===== src/rtl/seq_mult8.sv =====
// seq_mult8: 8x8 unsigned shift-and-add multiplier controller.
// The add itself is done by an external 8-bit adder (operands out, sum back in).
// That adder has no carry-out port, so the carry is rebuilt here from the
// operand and sum MSBs and shifted into the top of the partial product.
module seq_mult8 #(
    parameter int WIDTH = 8,
    parameter int CNT_W = 3
) (
    input  logic               clk,
    input  logic               rst_n,
    input  logic               in_valid,
    output logic               in_ready,
    input  logic [WIDTH-1:0]   mcand,
    input  logic [WIDTH-1:0]   mplier,
    output logic [WIDTH-1:0]   add_a,
    output logic [WIDTH-1:0]   add_b,
    output logic               add_cin,
    input  logic [WIDTH-1:0]   add_sum,
    output logic               out_valid,
    input  logic               out_ready,
    output logic [2*WIDTH-1:0] product
);

    typedef enum logic [1:0] {IDLE, RUN, DONE} state_t;

    state_t           state, state_nx;
    logic [WIDTH-1:0] hi, lo, m;
    logic [CNT_W-1:0] cnt;
    logic             cout;
    logic             last_iter;

    assign last_iter = (cnt == {CNT_W{1'b1}});

    // MSB of a+b+0 is lost by the adder; recover it from the top bits:
    // both set -> carry; exactly one set -> carry only if sum MSB dropped to 0.
    assign cout = (add_a[WIDTH-1] & add_b[WIDTH-1])
                | ((add_a[WIDTH-1] ^ add_b[WIDTH-1]) & ~add_sum[WIDTH-1]);

    // Result is always taken straight from the shift registers.
    assign product = {hi, lo};

    // State register
    always_ff @(posedge clk) begin
        if (!rst_n) state <= IDLE;
        else        state <= state_nx;
    end

    // Next-state logic
    always_comb begin
        state_nx = state;
        case (state)
            IDLE:    if (in_valid)  state_nx = RUN;
            RUN:     if (last_iter) state_nx = DONE;
            DONE:    if (out_ready) state_nx = IDLE;
            default:                state_nx = IDLE;
        endcase
    end

    // Handshake and adder drive; adder inputs parked at 0 outside RUN
    always_comb begin
        in_ready  = 1'b0;
        out_valid = 1'b0;
        add_a     = '0;
        add_b     = '0;
        add_cin   = 1'b0;
        case (state)
            IDLE: in_ready = 1'b1;
            RUN: begin
                add_a = hi;
                add_b = lo[0] ? m : '0;
            end
            DONE:    out_valid = 1'b1;
            default: ;
        endcase
    end

    // Datapath: load on accept, then one 17-bit right shift {cout,sum,lo} per cycle
    always_ff @(posedge clk) begin
        if (!rst_n) begin
            hi  <= '0;
            lo  <= '0;
            m   <= '0;
            cnt <= '0;
        end else begin
            case (state)
                IDLE: if (in_valid) begin
                    m   <= mcand;
                    lo  <= mplier;
                    hi  <= '0;
                    cnt <= '0;
                end
                RUN: begin
                    hi  <= {cout, add_sum[WIDTH-1:1]};
                    lo  <= {add_sum[0], lo[WIDTH-1:1]};
                    cnt <= cnt + 1'b1;
                end
                default: ;
            endcase
        end
    end

endmodule


===== config.mk =====
export PLATFORM = sky130hd
export DESIGN_NAME = seq_mult8
export DESIGN_NICKNAME = d
export VERILOG_FILES = /design/src/rtl/seq_mult8.sv
export SDC_FILE = /design/constraint.sdc
export NUM_CORES = 1
export LEC_CHECK = 0
export ABC_AREA = 1
export CAP_MARGIN = 10
export CORE_MARGIN = 3
export CORE_UTILIZATION = 41
export CTS_BUF_LIST = sky130_fd_sc_hd__clkbuf_8
export DETAILED_ROUTE_END_ITERATION = 10
export PLACE_DENSITY_LB_ADDON = 0.05
export RECOVER_POWER = 25
export SETUP_SLACK_MARGIN = 0.15
export SKIP_LAST_GASP = 1
export SLEW_MARGIN = 30
export SYNTH_ARGS = -nofsm -noshare
export SYNTH_HDL_FRONTEND = slang
export SYNTH_SLANG_ARGS = --single-unit

===== constraint.sdc =====
create_clock -name clk -period 4.3 [get_ports clk]
set_input_delay 1.075 -clock clk [delete_from_list [all_inputs] [get_ports clk]]
set_output_delay 1.075 -clock clk [all_outputs]
set_load 0.01 [all_outputs]

==> results of run 1 <==
per-stage QoR:
step           std cells   util  hold WS, ns
2_1_floorplan        218      -        0.451
3_3_place_gp         315  0.579        0.462
3_5_place_dp         315  0.579        0.466
4_1_cts              322  0.602        0.479
5_1_grt              322  0.599        0.497
6_report             322  0.599        0.478
layout make-up:
type | count | area [µm²]
inverters | 24 | 95.1
clock inverters | 1 | 3.75
multi-input cells | 153 | 795
repair buffers | 61 | 611
flip-flops and latches | 29 | 581
clock buffers | 6 | 82.6
fillers | 365 | 1490
well taps | 48 | 60.1
where the power goes:
part / leakage (nW) / internal [mW] / switching (mW)
logic: 0.597 / 0.0678 / 0.0701
registers: 0.239 / 0.288 / 0.0159
clock network: 0.0485 / 0.124 / 0.0931
state kept, by name (all words and copies together), names as in the netlist:
name,count
hi,8
lo,8
m,8
cnt,3
state,2
path summary, 6_finish.rpt:
path         slack [ns]             startpoint                  end
min                0.48    cnt[1]$_SDFFE_PN0P_  cnt[1]$_SDFFE_PN0P_
max                1.18               in_valid  cnt[1]$_SDFFE_PN0P_
min reg2reg        0.48    cnt[1]$_SDFFE_PN0P_  cnt[1]$_SDFFE_PN0P_
max reg2reg        2.04  state[0]$_SDFFE_PN0P_  cnt[1]$_SDFFE_PN0P_
worst max-delay path, stage by stage:
cell           delay, ns
dlygate4sd3_1       0.57
o21ai_1             1.31
nand2_1             0.18
a21oi_2             0.18
synthesized netlist by cell type:
master,number
o21a_1,1
conb_1,1
nor2_4,10
nor2_1,43
o21ai_0,9
nand2_1,55
inv_6,1
dfxtp_1,29
ha_1,3
buf_2,2
a21oi_2,10
inv_2,2
nand2_8,1
clkbuf_1,1
a21oi_1,1
o21ai_4,1
inv_1,21
buf_12,2
buf_1,1
buf_4,1
buf_6,4
buf_8,1
nand3_1,8
nand2_2,10
per-layer routing:
layer,share of wire,vias up
met3,0.074,2
met2,0.46,45
met5,0,-
met4,0.0082,0
met1,0.45,610
li1,-,765
cells in the final DEF, fill, tap and decap left out:
| cell | n |
|---|---|
| a21oi_1 | 1 |
| a21oi_2 | 10 |
| clkbuf_8 | 6 |
| clkdlybuf4s50_1 | 58 |
| conb_1 | 1 |
| dfxtp_1 | 29 |
| dlygate4sd3_1 | 3 |
| ha_1 | 3 |
| inv_1 | 23 |
| inv_2 | 1 |
| inv_6 | 1 |
| nand2_1 | 55 |
| nand2_2 | 10 |
| nand2_8 | 1 |
| nand3_1 | 8 |
| nor2_1 | 43 |
| nor2_4 | 10 |
| o21a_1 | 1 |
| o21ai_0 | 9 |
| o21ai_1 | 1 |
cell families (layout without fill, tap and decap cells):
kind of cell             count (synthesis)  in the layout
AND/OR/NAND/NOR                        127            127
buffers and inverters                   36             92
flip-flops                              29             29
AO/OA/AOI/OAI                           22             22
adder cells (fa/ha/maj)                  3              3
other                                    1              1
==> key figures, run 1 <==
Status
  • Status: complete, but fails checks
  • Failing checks: max-capacitance violations, max-slew violations

Power and ir drop
  • PnR Total Power: 0.659 mW
  • Leak: 0.885 nW
  • Worst IR Drop VDD: 177 µV
  • Power Density: 296 mW/mm²

Timing
  • Clock skew: 0.00246 ns
  • Fin. Hold Viols: 0
  • Max_slew headroom: -0.156
  • Slew @ Worst Pin: 1.72 ns
  • Max Fclk: 321 MHz
  • # setup viols final: 0
  • Fin Setup TNS: 0 ns
  • RSZ-0062 raised after global routing: false
  • Tmin final: 3.12 ns
  • Setup ws final: 1.18 ns
  • Tcrit/Tclk final: 0.725
  • Fin. max-slew vios: 28

Layout
  • Fin area: 0.00223 mm²
  • Nets: 305
  • Area Overhead vs Synth: 38.6%
  • Ant. Diodes: 0
  • Fraction of layout cells with a size suffix above 1: 0.142

Global route
  • Initial antenna violation count: 0
  • Met3 GRT Util: 0.0583
  • Vias in the first global route: 1,280
  • Pin count of the biggest net entering global routing: 28
  • GRT Overall Usage: 0.159
  • Global routing usage on met2: 0.247
  • GR Overflow Total: 0
  • First-pass GRT wire length: 5.61 mm
  • Met1 Resource Use GR: 0.204
  • GR peak layer: met2

Logic synthesis
  • Top cells by area, synth: dfxtp_1, nand2_1, nor2_1
  • Multiplexer area fraction after synthesis: 0
  • Synth Area in Simple Gates: 0.375
  • Seq cells post-synth: 29
  • Post-Syn Area: 0.00161 mm²
  • Seq/Total Area, Yosys: 0.361
  • Largest family of logic cells by synthesized area: simple AND/OR/NAND/NOR gates
  • Post-Syn Area per Cell: 7.37 µm²
  • Cells after Synth: 218
  • Mapped Nets: 249
  • Synth unique cells: 24
  • Cell taking the most area after synthesis: dfxtp_1
  • Synth Area in Adders: 0.0234
  • Synth Area in Compound Gates: 0.100
  • YS warnings: 0
  • XOR/XNOR Fraction of Synth Area: 0
  • Yosys top cell area share: 0.361

Routing
  • WL final: 3.43 mm
  • Drt wl/cell: 10.6 µm
  • Routed vias: 1,422
  • Vias per inst: 4.42
  • DR iter-0 viols: 100
  • DRC: 0
  • DR pass1 iterations: 4
  • Antenna-violating nets left: 0

Place
  • Place WS: 1.46 ns
  • Area after DPL: 0.00215 mm²
  • GP Congestion: 0.723
  • Post-DP HPWL: 2.37 mm
  • IO buf count: 61

Floorplanning
  • Rows: 22
  • Die area: 0.00471 mm²
  • Die X-Extent: 68.6 µm
  • Core area: 0.00372 mm²
  • Initial Utilization: 0.432
  • Die height: 68.6 µm
  • # IOs: 63

Clock tree
  • Worst-case clock buffer depth: 2
  • H-tree depth: 2
  • CTS sink cnt: 29
  • Clk slew on worst S/H paths: 0.06 ns
  • Clock insertion delay at the later pin of the skew report: 0.27 ns
  • Root Buffer: clkbuf_8
  • Post-CTS setup buffer count: 0
  • CTS tree: yes
  • CTS buffer count: 5
  • Quantity of gates resized following cts: 0
  • CTS Hold Buffers Added: 0

Job
  • # Max-Cap Violations: 1

Hold path
  • WHS Path Cells: 2
  • Worst hold path type: register to register

Setup path
  • Crit start category: input pin
  • Register-to-Register Path Depth: 3
  • Critical Path AT: 3.32 ns
  • Setup crit end kind: register
  • CP Class: input pin to register
  • Max FO, Critical Path: 27
  • CP required: 4.50 ns
(Power assumes the default switching activity.)
==> inputs of run 2 (changes only) <==
==> constraint.sdc (replaced) <==
create_clock -name clk -period 3.2 [get_ports clk]
set_input_delay 0.8 -clock clk [delete_from_list [all_inputs] [get_ports clk]]
set_output_delay 0.8 -clock clk [all_outputs]
set_load 0.01 [all_outputs]
==> run 2 against run 1 <==
Net effect: the run now ends clean; non-clock buffer count is 1 higher; worst setup slack worse by 0.79 ns; flip-flop and latch count stayed put; via count is 0.14% lower; cell count is 0.31% higher; die area stayed put; clock power is 37% higher; sequential share of layout area is 0.087 points lower; register-to-register slack worse by 0.62 ns; first-iteration DRC count is 44% lower; sequential power is 35% higher; critical path depth is 1 lower; largest cell class unchanged.
==> key figures, run 2 (synthesis results as in run 1) <==
Clock tree
  • Post-CTS setup buffer count: 0
  • CTS buffer count: 5
  • CTS Hold Buffers Added: 0
  • CTS tree: yes
  • Root Buffer: clkbuf_8
  • Clock insertion delay at the later pin of the skew report: 0.28 ns
  • Quantity of gates resized following cts: 0
  • CTS sink cnt: 29
  • Clk slew on worst S/H paths: 0.06 ns
  • H-tree depth: 2
  • Worst-case clock buffer depth: 2

Place
  • IO buf count: 61
  • GP Congestion: 0.719
  • Post-DP HPWL: 2.33 mm

Power and ir drop
  • Sw Share: 0.277
  • Worst IR Drop VDD: 221 µV
  • Sequential power share: 0.458
  • PnR Total Power: 0.892 mW
  • Psw: 0.247 mW
  • Power Density: 399 mW/mm²
  • Combinational share of power: 0.207
  • Internal: 0.645 mW
  • Clock power frac: 0.335
  • Leak: 0.881 nW

Routing
  • WL met2: 1.49 mm
  • Antenna-violating nets left: 0
  • Vias per inst: 4.40
  • DRC: 0
  • Metal3 WL: 245 µm
  • DR iter-0 viols: 56
  • Drt wl/cell: 10.6 µm
  • DR pass1 iterations: 4
  • WL final: 3.43 mm
  • Routed vias: 1,420
  • Highest metal used: met4
  • M1 WL: 1.65 mm

Floorplanning
  • Initial Utilization: 0.432
  • Rows: 22
  • Core area: 0.00372 mm²
  • # IOs: 63
  • Die height: 68.6 µm
  • Die X-Extent: 68.6 µm
  • Die area: 0.00471 mm²

Timing
  • Worst Hold Margin: 0.475 ns
  • Tcrit/Tclk final: 0.877
  • RSZ-0062 raised after global routing: false
  • # setup viols final: 0
  • Tmin final: 2.81 ns
  • Max Fclk: 356 MHz
  • Fin. Hold Viols: 0
  • Max_slew headroom: 0.273
  • Clock skew: 0.00407 ns
  • Slew @ Worst Pin: 1.09 ns
  • Fin. max-slew vios: 0
  • Fin Setup TNS: 0 ns

Setup path
  • Setup crit end kind: primary output
  • CP required: 2.40 ns
  • CP Class: register to primary output
  • Critical Path AT: 2.01 ns
  • Max FO, Critical Path: 26
  • Crit start category: register

Layout
  • Fillers: 370
  • Ant. Diodes: 0
  • Fraction of layout cells with a size suffix above 1: 0.145
  • Final core occ: 0.601
  • Area Overhead vs Synth: 39.1%
  • Commonest non-fill, non-tap cell in the layout: clkdlybuf4s50_1
  • Largest regs: hi: 8 flops, lo: 8 flops, m: 8 flops
  • Nets: 306
  • Most frequent cells in the layout: clkdlybuf4s50_1, nand2_1, nor2_1

Hold path
  • Worst hold path type: register to register

Job
  • # Max-Cap Violations: 0

Global route
  • Initial antenna violation count: 0
  • Vias in the first global route: 1,226
  • GR Overflow Total: 0
  • GRT Overall Usage: 0.155
  • First-pass GRT wire length: 5.39 mm
  • Pin count of the biggest net entering global routing: 28

Status
  • Status: complete, no violations
==> run 2: worst paths after layout <==
| check | from | to | slack, ns | cells past startpoint |
|---|---|---|---|---|
| worst min register to register | cnt[1]$_SDFFE_PN0P_ | cnt[1]$_SDFFE_PN0P_ | 0.47 | 2 |
| worst max register to register | state[0]$_SDFFE_PN0P_ | hi[5]$_SDFFE_PN0P_ | 1.42 | 3 |
| worst min-delay path | cnt[1]$_SDFFE_PN0P_ | cnt[1]$_SDFFE_PN0P_ | 0.47 | 2 |
| worst max-delay path | state[0]$_SDFFE_PN0P_ | add_a[7] | 0.39 | 3 |
==> run 2: per-stage QoR <==
step	area [µm²]	setup WS (ns)	std cells
4_1_cts	2250	0.315	323
3_3_place_gp	2160	0.690	316
6_report	2230	0.393	323
5_1_grt	2230	0.267	323
3_5_place_dp	2160	0.633	316
2_1_floorplan	1610	1.39	218
==> run 2: routing by layer <==
| metal | global-route usage | vias to the layer above |
|---|---|---|
| li1 | - | 768 |
| met1 | 0.187 | 602 |
| met2 | 0.251 | 44 |
| met3 | 0.0551 | 6 |
| met4 | 0.0596 | 0 |
| met5 | 0 | - |
==> run 2: final cells by class <==
type | count | area, µm² | share of cell area
clock inverters | 1 | 3.75 | 0.00168
well taps | 48 | 60.1 | 0.0269
flip-flops and latches | 29 | 581 | 0.260
repair buffers | 62 | 614 | 0.275
clock buffers | 6 | 82.6 | 0.0370
multi-input cells | 153 | 798 | 0.357
inverters | 24 | 95.1 | 0.0426
==> run 2: power by group through the flow <==
stage / clock network, mW / logic, mW / registers [mW]
6_report: 0.298 / 0.184 / 0.409
5_1_grt: 0.323 / 0.205 / 0.413
4_1_cts: 0.308 / 0.189 / 0.410
3_5_place_dp: 0 / 0.188 / 0.417
3_3_place_gp: 0 / 0.188 / 0.417
2_1_floorplan: 0 / 0.122 / 0.415
==> run 2: worst max-delay path, stage by stage, from the launching register on <==
cell and delay (ns):
dfxtp_1 0.65, nand2_8 0.27, nor2_1 0.23, clkdlybuf4s50_1 0.56
